`config.mk`:
```
export PLATFORM = sky130hd
export DESIGN_NAME = axi_lite_ctrl_master
export DESIGN_NICKNAME = d
export VERILOG_FILES = /design/src/rtl/axi_lite_ctrl_master.sv
export SDC_FILE = /design/constraint.sdc
export NUM_CORES = 1
export LEC_CHECK = 0
export BUFFER_PORTS_ARGS = -buffer_cell sky130_fd_sc_hd__buf_2
export CAP_MARGIN = 20
export CORE_MARGIN = 4
export CORE_UTILIZATION = 50
export DETAILED_ROUTE_END_ITERATION = 10
export PLACE_DENSITY_LB_ADDON = 0.08
export SKIP_LAST_GASP = 1
export SLEW_MARGIN = 20
export SYNTH_ARGS = -nofsm -noshare
export SYNTH_HDL_FRONTEND = slang
export SYNTH_SLANG_ARGS = --single-unit
```
`constraint.sdc`:
```
create_clock -name clk_i -period 8.9 [get_ports clk_i]
set_clock_uncertainty 0.15 [all_clocks]
set_input_delay 1.78 -clock clk_i [delete_from_list [all_inputs] [get_ports clk_i]]
set_output_delay 1.78 -clock clk_i [all_outputs]
set_load 0.01 [all_outputs]
```
`src/rtl/axi_lite_ctrl_master.sv`:
```
// AXI-Lite initiator: converts a valid/ready command port into single, non-overlapping
// AXI-Lite read/write transactions and returns data, error flag and latency per command.

package axi_lite_ctrl_master_pkg;
  localparam int unsigned AxiAddrWidth = 32;
  localparam int unsigned AxiDataWidth = 32;
  localparam int unsigned AxiStrbWidth = AxiDataWidth / 8;

  typedef struct packed {
    logic [AxiAddrWidth-1:0] addr;
    logic [2:0]              prot;
  } axi_lite_ax_t;

  typedef struct packed {
    logic [AxiDataWidth-1:0] data;
    logic [AxiStrbWidth-1:0] strb;
  } axi_lite_w_t;

  typedef struct packed {
    logic [1:0] resp;
  } axi_lite_b_t;

  typedef struct packed {
    logic [AxiDataWidth-1:0] data;
    logic [1:0]              resp;
  } axi_lite_r_t;

  typedef struct packed {
    axi_lite_ax_t aw;
    logic         aw_valid;
    axi_lite_w_t  w;
    logic         w_valid;
    logic         b_ready;
    axi_lite_ax_t ar;
    logic         ar_valid;
    logic         r_ready;
  } axi_lite_req_t;

  typedef struct packed {
    logic        aw_ready;
    logic        w_ready;
    axi_lite_b_t b;
    logic        b_valid;
    logic        ar_ready;
    axi_lite_r_t r;
    logic        r_valid;
  } axi_lite_resp_t;
endpackage

module axi_lite_ctrl_master #(
  parameter int unsigned DataWidth = 32,
  parameter int unsigned AddrWidth = 32,
  parameter int unsigned CntWidth  = 16,
  parameter type axi_lite_req_t  = axi_lite_ctrl_master_pkg::axi_lite_req_t,
  parameter type axi_lite_resp_t = axi_lite_ctrl_master_pkg::axi_lite_resp_t
) (
  input  logic                   clk_i,
  input  logic                   rst_i,
  input  logic                   cmd_valid_i,
  output logic                   cmd_ready_o,
  input  logic                   cmd_we_i,
  input  logic [AddrWidth-1:0]   cmd_addr_i,
  input  logic [DataWidth-1:0]   cmd_wdata_i,
  input  logic [DataWidth/8-1:0] cmd_strb_i,
  output logic                   rsp_valid_o,
  input  logic                   rsp_ready_i,
  output logic [DataWidth-1:0]   rsp_rdata_o,
  output logic                   rsp_err_o,
  output logic [CntWidth-1:0]    rsp_cycles_o,
  output axi_lite_req_t          axi_lite_master_req_o,
  input  axi_lite_resp_t         axi_lite_master_resp_i
);

  typedef enum logic [2:0] {IDLE, WRITE, WAIT_B, READ, WAIT_R, RESP} state_t;

  state_t              state;
  logic [CntWidth-1:0] cnt;
  axi_lite_req_t       req;

  // A channel counts as done once its valid has dropped or is handshaking this cycle
  logic aw_done_c;
  logic w_done_c;
  assign aw_done_c = !req.aw_valid || axi_lite_master_resp_i.aw_ready;
  assign w_done_c  = !req.w_valid  || axi_lite_master_resp_i.w_ready;

  always_ff @(posedge clk_i or posedge rst_i) begin
    if (rst_i) begin
      state       <= IDLE;
      req         <= '0;
      cnt         <= '0;
      cmd_ready_o <= 1'b1;
      rsp_valid_o <= 1'b0;
      rsp_rdata_o <= '0;
      rsp_err_o   <= 1'b0;
    end else begin
      // Latency counts every bus-side cycle, saturating at all-ones
      if ((state inside {WRITE, WAIT_B, READ, WAIT_R}) && (cnt != '1)) begin
        cnt <= cnt + CntWidth'(1);
      end

      case (state)
        IDLE: begin
          if (cmd_valid_i && cmd_ready_o) begin
            cmd_ready_o  <= 1'b0;
            cnt          <= '0;
            req.aw.addr  <= cmd_addr_i;
            req.aw.prot  <= 3'b000;
            req.ar.addr  <= cmd_addr_i;
            req.ar.prot  <= 3'b000;
            req.w.data   <= cmd_wdata_i;
            req.w.strb   <= cmd_strb_i;
            if (cmd_we_i) begin
              state        <= WRITE;
              req.aw_valid <= 1'b1;
              req.w_valid  <= 1'b1;
            end else begin
              state        <= READ;
              req.ar_valid <= 1'b1;
            end
          end
        end

        WRITE: begin
          if (axi_lite_master_resp_i.aw_ready) req.aw_valid <= 1'b0;
          if (axi_lite_master_resp_i.w_ready)  req.w_valid  <= 1'b0;
          if (aw_done_c && w_done_c) begin
            state       <= WAIT_B;
            req.b_ready <= 1'b1;
          end
        end

        WAIT_B: begin
          if (axi_lite_master_resp_i.b_valid) begin
            state       <= RESP;
            req.b_ready <= 1'b0;
            rsp_valid_o <= 1'b1;
            rsp_rdata_o <= '0;
            rsp_err_o   <= (axi_lite_master_resp_i.b.resp != 2'b00);
          end
        end

        READ: begin
          if (axi_lite_master_resp_i.ar_ready) begin
            state        <= WAIT_R;
            req.ar_valid <= 1'b0;
            req.r_ready  <= 1'b1;
          end
        end

        WAIT_R: begin
          if (axi_lite_master_resp_i.r_valid) begin
            state       <= RESP;
            req.r_ready <= 1'b0;
            rsp_valid_o <= 1'b1;
            rsp_rdata_o <= axi_lite_master_resp_i.r.data;
            rsp_err_o   <= (axi_lite_master_resp_i.r.resp != 2'b00);
          end
        end

        RESP: begin
          if (rsp_ready_i) begin
            state       <= IDLE;
            rsp_valid_o <= 1'b0;
            cmd_ready_o <= 1'b1;
          end
        end

        default: state <= IDLE;
      endcase
    end
  end

  assign rsp_cycles_o          = cnt;
  assign axi_lite_master_req_o = req;

endmodule

```
# == After elaboration in Yosys (flattened, before gate mapping) ==
# Cells that the tools add are included.
# word_totals
regBits,127
# classes
addsub,1
eq_ne,16
mux,39
n_reduce_logical,28
# op_table
op,count
2-to-1 mux 32 bit,2
case mux 32 bit (2 select lines),1
2-to-1 mux 16 bit,3
2-to-1 mux 38 bit,1
2-to-1 mux 3 bit,6
"!= test 2 bit, second input constant",9
case mux 3 bit (6 select lines),1
"adder 16 x 1 -> 16 bit, second input constant",1
"!= test 16 bit, second input constant",1
AND reduction 4 bit,4
nonzero test 2 bit,8
2-to-1 mux 1 bit,15
case mux 1 bit (2 select lines),7
AND reduction 3 bit,4
"== test 3 x 2 -> 1 bit, second input constant",2
"== test 3 bit, second input constant",2
AND reduction 6 bit,1
2-to-1 mux 2 bit,2
nonzero test 4 bit,1
"== test 3 x 1 -> 1 bit, second input constant",1
logical AND 1 bit,3
logical NOT 3 bit,1
case mux 1 bit (3 select lines),1
nonzero test 3 bit,1
4 further kinds,6

# == Logic depth before layout (Yosys ltp) ==
# Gate-level depths: netlist of run 1.
# logic_depth
word_depth,6
depth_mapped,7
mapped_depth_nobuf,5

# == Worst setup path before layout of run 1 ==
# No wires, ideal clock.
# synth_path
path_kind,input -> register
from,input port axi_lite_master_resp_i[36] (netlist bit)
to,register state[0]
path_slack_ns,5.880
t_arrival_ns,2.746
path_stages,4
cell_sequence,inv_1 a32o_1 a311oi_2 mux2_2
# synth_via
elab_chain_cells,2
# synth_rtl
element,line_no,source
from (decl),71,input axi_lite_resp_t axi_lite_master_resp_i
!= test 2 bit (no source line),-,
AND reduction 6 bit (no source line),-,
to (signal assigned),88,state <= IDLE;
to (signal assigned),113,state <= WRITE;
to (signal assigned),117,state <= READ;
to (decl),76,state_t state;
# No other way between the ends.
# A chain may end at the register's enable or synchronous reset.

# == Final worst setup path of run 1 ==
# layout_path
from,register cmd_ready_o
to,output port cmd_ready_o
# layout_rtl
element,line_no,source
from (decl),60,"output logic cmd_ready_o,"
from (signal assigned),91,cmd_ready_o <= 1'b1;
from (signal assigned),104,cmd_ready_o <= 1'b0;
from (signal assigned),164,cmd_ready_o <= 1'b1;
# No word-level cell between the ends.

==> results_dict.tcl, run 1 <==
set metrics [dict create \
    status "complete, no violations" \
    critPathMaxStageDelay_ps 570 \
    cts_resized 0 \
    grt-ovfl-total 0 \
    drt_iter0_markers 314 \
    die_height_um 113 \
    drive_gt1_share_pct 38.4 \
    dieArea_um2 12800 \
    synth_cell_types 42 \
    clockBufferDepth 2 \
    htreeDepth 4 \
    stdcell_count 958 \
    antenna_found_initial 0 \
    insertedDiodeCount 0 \
    clock-sinks 127 \
    tns_ps 0 \
    power_per_cell_area_nw_per_um2 355 \
    grt_max_degree 68 \
    slowest_stage "dfstp_2" \
    critPathLaunchType "flop" \
    syn_to_final_growth_pct 32.6 \
    slew_headroom_pct 42.7 \
    netlist_top_cells_area "dfrtp_1 (57%), nand2_1 (15%), a22o_1 (5.4%)" \
    wl_per_cell_um 15.7 \
    ys_async_sr_fraction_pct 100 \
    dpl_worst_slack_ps 5360 \
    drc 0 \
    cts_setup_buffers 0 \
    synth_edf_count 0 \
    die_w_um 113 \
    route.antenna.remaining_nets 0 \
    min_period_ps 3150 \
    peakVddDrop_mv 0.175 \
    synth_seq_cells 127 \
    worstMarginPinSlew_ps 860 \
    placed_cells 928 \
    timing.critical_path.buf_inv 1 \
    yosys.area.top_type "dfrtp_1" \
    worstSetupPathType "reg -> out" \
    required_ps 6970 \
    path_max_fanout 6 \
    dr_total_vias 4921 \
    io_buffer_count 269 \
    max_freq_mhz 317 \
    ys_top_cells_by_count "nand2_1 (218), dfrtp_1 (126), buf_4 (38)" \
    detail_route.first_pass.iterations 4 \
    cp_top_family "flip-flops" \
    grt_usage_pct 23.2 \
    yosysWarnings 0 \
    hold_path.class "reg -> reg" \
    arrival_ps 1220 \
    ioPinCount 276 \
    synth_flop_cell "dfrtp_1" \
    crit_chain "buf_2" \
    cts_buffers 17 \
    avgSynthCellArea_um2 9.61 \
    num-nets-final 922 \
    place.gp.congestion 0.893 \
    cts_tree "built" \
    maxSlewViolCount 0 \
    min_period_over_period_pct 35.4 \
    grt_pass1_vias 4762 \
    insertion_delay_ps 520 \
    leakage_uw 0.00419 \
    setup_ws_ps 5750 \
    synth_top_area_share_pct 57.0 \
    grt_pass1_wl_mm 23.7 \
    rsz0062_at_grt "no" \
    coreArea_um2 10800 \
    maxCapViolCount 0 \
    path_clk_slew_ps 60 \
    yosysSeqAreaShare_pct 57.5 \
    hold_buffers 0 \
    rows 38 \
    setup_viol 0 \
    start_util_pct 51.0 \
    dp_hpwl_mm 10.9 \
    viasPerCell 5.14 \
    cts_root_buf "clkbuf_8" \
    routed_wl_mm 15.1 \
    hold_viol 0 \
    end_kind "output port" \
    netlist_instances 576 \
    synth_most_common_cell "nand2_1" \
    netlist_area_um2 5530 \
]
## sequential cells by signal, indices dropped and copies added, names as in the netlist
name	cells
cmd_ready_o	1
axi_lite_master_req_o	73
rsp_valid_o	1
rsp_err_o	1
rsp_cycles_o	16
rsp_rdata_o	32
state	3
## power breakdown
part           switching, uW  leakage (uW)  internal (uW)
registers                200       0.00164            806
clock network            246      0.000295            473
logic                    489       0.00225            386
## worst min-delay path, delay by kind of cell, from the launching register on
family,cells,cell delay (ps)
DFF,1,330
and+or+nand+nor,2,110
## metrics by stage
| stage | power (uW) | util, % | instance area, um2 | hold WS, ps |
|---|---|---|---|---|
| floorplan | 1550 | - | 5550 | 364 |
| global placement | 1870 | 61.9 | 6710 | 305 |
| detailed placement | 1890 | 61.9 | 6710 | 308 |
| CTS | 2620 | 67.6 | 7330 | 322 |
| global route | 2770 | 67.7 | 7330 | 336 |
| finish | 2600 | 67.7 | 7330 | 319 |
## per-layer routing
layer	up-vias	wire (um)	track usage [%]
met5	-	0	0
met4	0	202	7.37
met3	16	1270	6.42
met2	222	7630	39.6
met1	2323	5950	28.7
li1	2360	-	-
## logic make-up (layout without fill, tap and decap cells)
family / after synthesis / after routing / share of synthesized area, %
AOI/OAI and AO/OA: 84 / 84 / 11.1
adders and majority gates: 1 / 1 / 0.226
DFF: 127 / 127 / 57.5
buffers and inverters: 75 / 312 / 8.07
and+or+nand+nor: 280 / 280 / 21.6
other: 1 / 6 / 0.0678
muxes: 8 / 8 / 1.49
## path summary, 6_finish.rpt
kind / start / endpoint / slack, ps / cells past startpoint
max: cmd_ready_o / cmd_ready_o / 5750 / 1
min: axi_lite_master_req_o[68] / axi_lite_master_req_o[68] / 320 / 2
max reg2reg: state[0] / axi_lite_master_req_o[32] / 6260 / 5
min reg2reg: axi_lite_master_req_o[68] / axi_lite_master_req_o[68] / 320 / 2
max in group asynchronous: rst_i / axi_lite_master_req_o[0] / 6010 / 3
min in group asynchronous: rst_i / rsp_rdata_o[31] / 1250 / 2
## cell type report
type	count	area, um2
timing repair buffer	274	1380
multi-input combinational	379	1950
sequential	127	3180
clock inverter	10	161
inverter	8	32.5
fill	864	3510
tap	140	175
clock buffer	20	455
## cell usage in the layout (no fill, tap or decap), types with 2 or more instances in the layout
| cell type | instances |
|---|---|
| buf_2 | 269 |
| nand2_1 | 217 |
| dfrtp_1 | 126 |
| a22o_1 | 34 |
| a21oi_1 | 17 |
| clkbuf_16 | 16 |
| nor2_1 | 11 |
| o21ai_0 | 10 |
| nor3_1 | 9 |
| nand4_1 | 8 |
| inv_1 | 7 |
| o31ai_1 | 7 |
| and4_1 | 6 |
| or4_1 | 6 |
| mux2i_1 | 6 |
| conb_1 | 6 |
| buf_4 | 5 |
| nand3_1 | 4 |
| a31oi_1 | 4 |
| clkbuf_8 | 4 |
| bufinv_16 | 4 |
| and3_1 | 3 |
| or3_1 | 3 |
| clkinvlp_4 | 3 |
| nand2b_1 | 2 |
| and2_1 | 2 |
| o31a_1 | 2 |
| nor2b_1 | 2 |
| mux2_2 | 2 |
| clkinv_2 | 2 |
No activity file was read; power rests on OpenSTA's default activity.
==> run 2, diff against run 1 <==
--- a/config.mk
+++ b/config.mk
@@ -8,7 +8,7 @@
 export BUFFER_PORTS_ARGS = -buffer_cell sky130_fd_sc_hd__buf_2
 export CAP_MARGIN = 20
 export CORE_MARGIN = 4
-export CORE_UTILIZATION = 50
+export CORE_UTILIZATION = 46
 export DETAILED_ROUTE_END_ITERATION = 10
 export PLACE_DENSITY_LB_ADDON = 0.08
 export SKIP_LAST_GASP = 1
==> constraint.sdc (replaced) <==
create_clock -name clk_i -period 2.94 [get_ports clk_i]
set_clock_uncertainty 0.15 [all_clocks]
set_input_delay 0.588 -clock clk_i [delete_from_list [all_inputs] [get_ports clk_i]]
set_output_delay 0.588 -clock clk_i [all_outputs]
set_load 0.01 [all_outputs]
==> results_dict.tcl, run 2 (synthesized netlist as in run 1, its figures left out) <==
set metrics [dict create \
    r2r_cells 5 \
    wl_per_cell_um 16.2 \
    final_common_cell "buf_2" \
    drive_gt1_share_pct 38.4 \
    grt_pass1_wl_mm 24.8 \
    rsz0062_at_grt "no" \
    maxCapViolCount 0 \
    fillers 989 \
    setup_viol 0 \
    cts_root_buf "clkbuf_16" \
    slew_headroom_pct 50.4 \
    dr_total_vias 4926 \
    cts_tree "built" \
    cts_resized 0 \
    rows 39 \
    htreeDepth 4 \
    maxSlewViolCount 0 \
    required_ps 3130 \
    place.gp.congestion 0.883 \
    die_w_um 118 \
    grt_pass1_vias 4911 \
    peakVddDrop_mv 0.598 \
    clock-sinks 127 \
    cts_setup_buffers 0 \
    drt_iter0_markers 303 \
    most-common-layout-cells "buf_2 (269), nand2_1 (217), dfrtp_1 (126)" \
    final_core_util_pct 63.1 \
    arrival_ps 2450 \
    route.antenna.remaining_nets 0 \
    multi_input_area_um2 1940 \
    cts_buffers 17 \
    start_util_pct 47.6 \
    dp_hpwl_mm 11.6 \
    grt-ovfl-total 0 \
    dieArea_um2 13800 \
    coreArea_um2 11600 \
    routed_wl_mm 15.7 \
    antenna_found_initial 2 \
    syn_to_final_growth_pct 32.4 \
    num-nets-final 925 \
    clockBufferDepth 2 \
    hold_buffers 0 \
    largest_reg_flops 73 \
    r2r-start "state[0]" \
    insertion_delay_ps 410 \
    ff2ff_setup_slack_ps 680 \
    min_period_over_period_pct 76.9 \
    worstSetupPathType "reg -> reg" \
    hold_viol 0 \
    grt_usage_pct 22.4 \
    status "complete, no violations" \
    min_period_ps 2260 \
    worstMarginPinSlew_ps 738 \
    drc 0 \
    power_per_cell_area_nw_per_um2 1050 \
    setup_ws_ps 678 \
    dpl_worst_slack_ps 726 \
    max_freq_mhz 442 \
    regArea_um2 3180 \
    path_clk_slew_ps 50 \
    path_max_fanout 63 \
    grt_max_degree 77 \
    viasPerCell 5.09 \
    hold_path.class "in -> async" \
    ioPinCount 276 \
    tns_ps 0 \
    end_kind "flop" \
    leakage_uw 0.00418 \
    detail_route.first_pass.iterations 4 \
    r2r-end "axi_lite_master_req_o[39]" \
    io_buffer_count 269 \
    die_height_um 118 \
    critPathLaunchType "flop" \
]
[run 2: cell count changes in the layout (fill, tap and decap cells not counted), sizes merged]
cell and change:
clkinv +1, bufinv -4, buf +3, clkinvlp -1, clkbuf +6, diode +2, inv -1
[run 2: power breakdown]
group / switching [uW] / total (uW) / internal [uW]
combinational: 1500 / 2670 / 1180
sequential: 608 / 3050 / 2440
clock: 711 / 1940 / 1220
[run 2: critical path, stage by stage, from the launching register on]
cell and delay [ps]:
dfrtp_1 560, nor3_1 460, and2_2 500, buf_12 300
nand2_1 100, nand2_1 60
[run 2: worst max path at each step]
stage               startpoint                   endpoint  slack (ps)
floorplan                rst_i   axi_lite_master_req_o[0]         640
global placement      state[0]  axi_lite_master_req_o[53]         800
detailed placement    state[0]  axi_lite_master_req_o[33]         730
CTS                   state[0]  axi_lite_master_req_o[39]         700
global route          state[0]  axi_lite_master_req_o[32]         440
finish                state[0]  axi_lite_master_req_o[39]         680
[run 2: area by class of cell]
type | instances | share of cell area (%)
repair buffers | 277 | 19.5
well taps | 143 | 2.44
flip-flops and latches | 127 | 43.4
clock inverters | 5 | 0.376
multi-input cells | 379 | 26.5
inverters | 8 | 0.461
diodes | 2 | 0.0683
clock buffers | 26 | 7.23
[run 2: per-layer routing]
layer  global-route usage, %  routed length [um]  up-vias
li1                        -                   -     2360
met1                    25.9                6060     2311
met2                    37.4                7830      232
met3                    8.65                1490       23
met4                    8.86                 320        0
met5                       0                   0        -
[run 2: through the flow]
| step | area (um2) | total power [uW] | std cells | hold slack, ps |
|---|---|---|---|---|
| after floorplan | 5560 | 4690 | 581 | 364 |
| after global placement | 6760 | 5690 | 934 | 304 |
| after detailed placement | 6760 | 5760 | 934 | 307 |
| after CTS | 7320 | 7730 | 965 | 111 |
| after global routing | 7320 | 8170 | 967 | 129 |
| final | 7320 | 7660 | 967 | 96.4 |
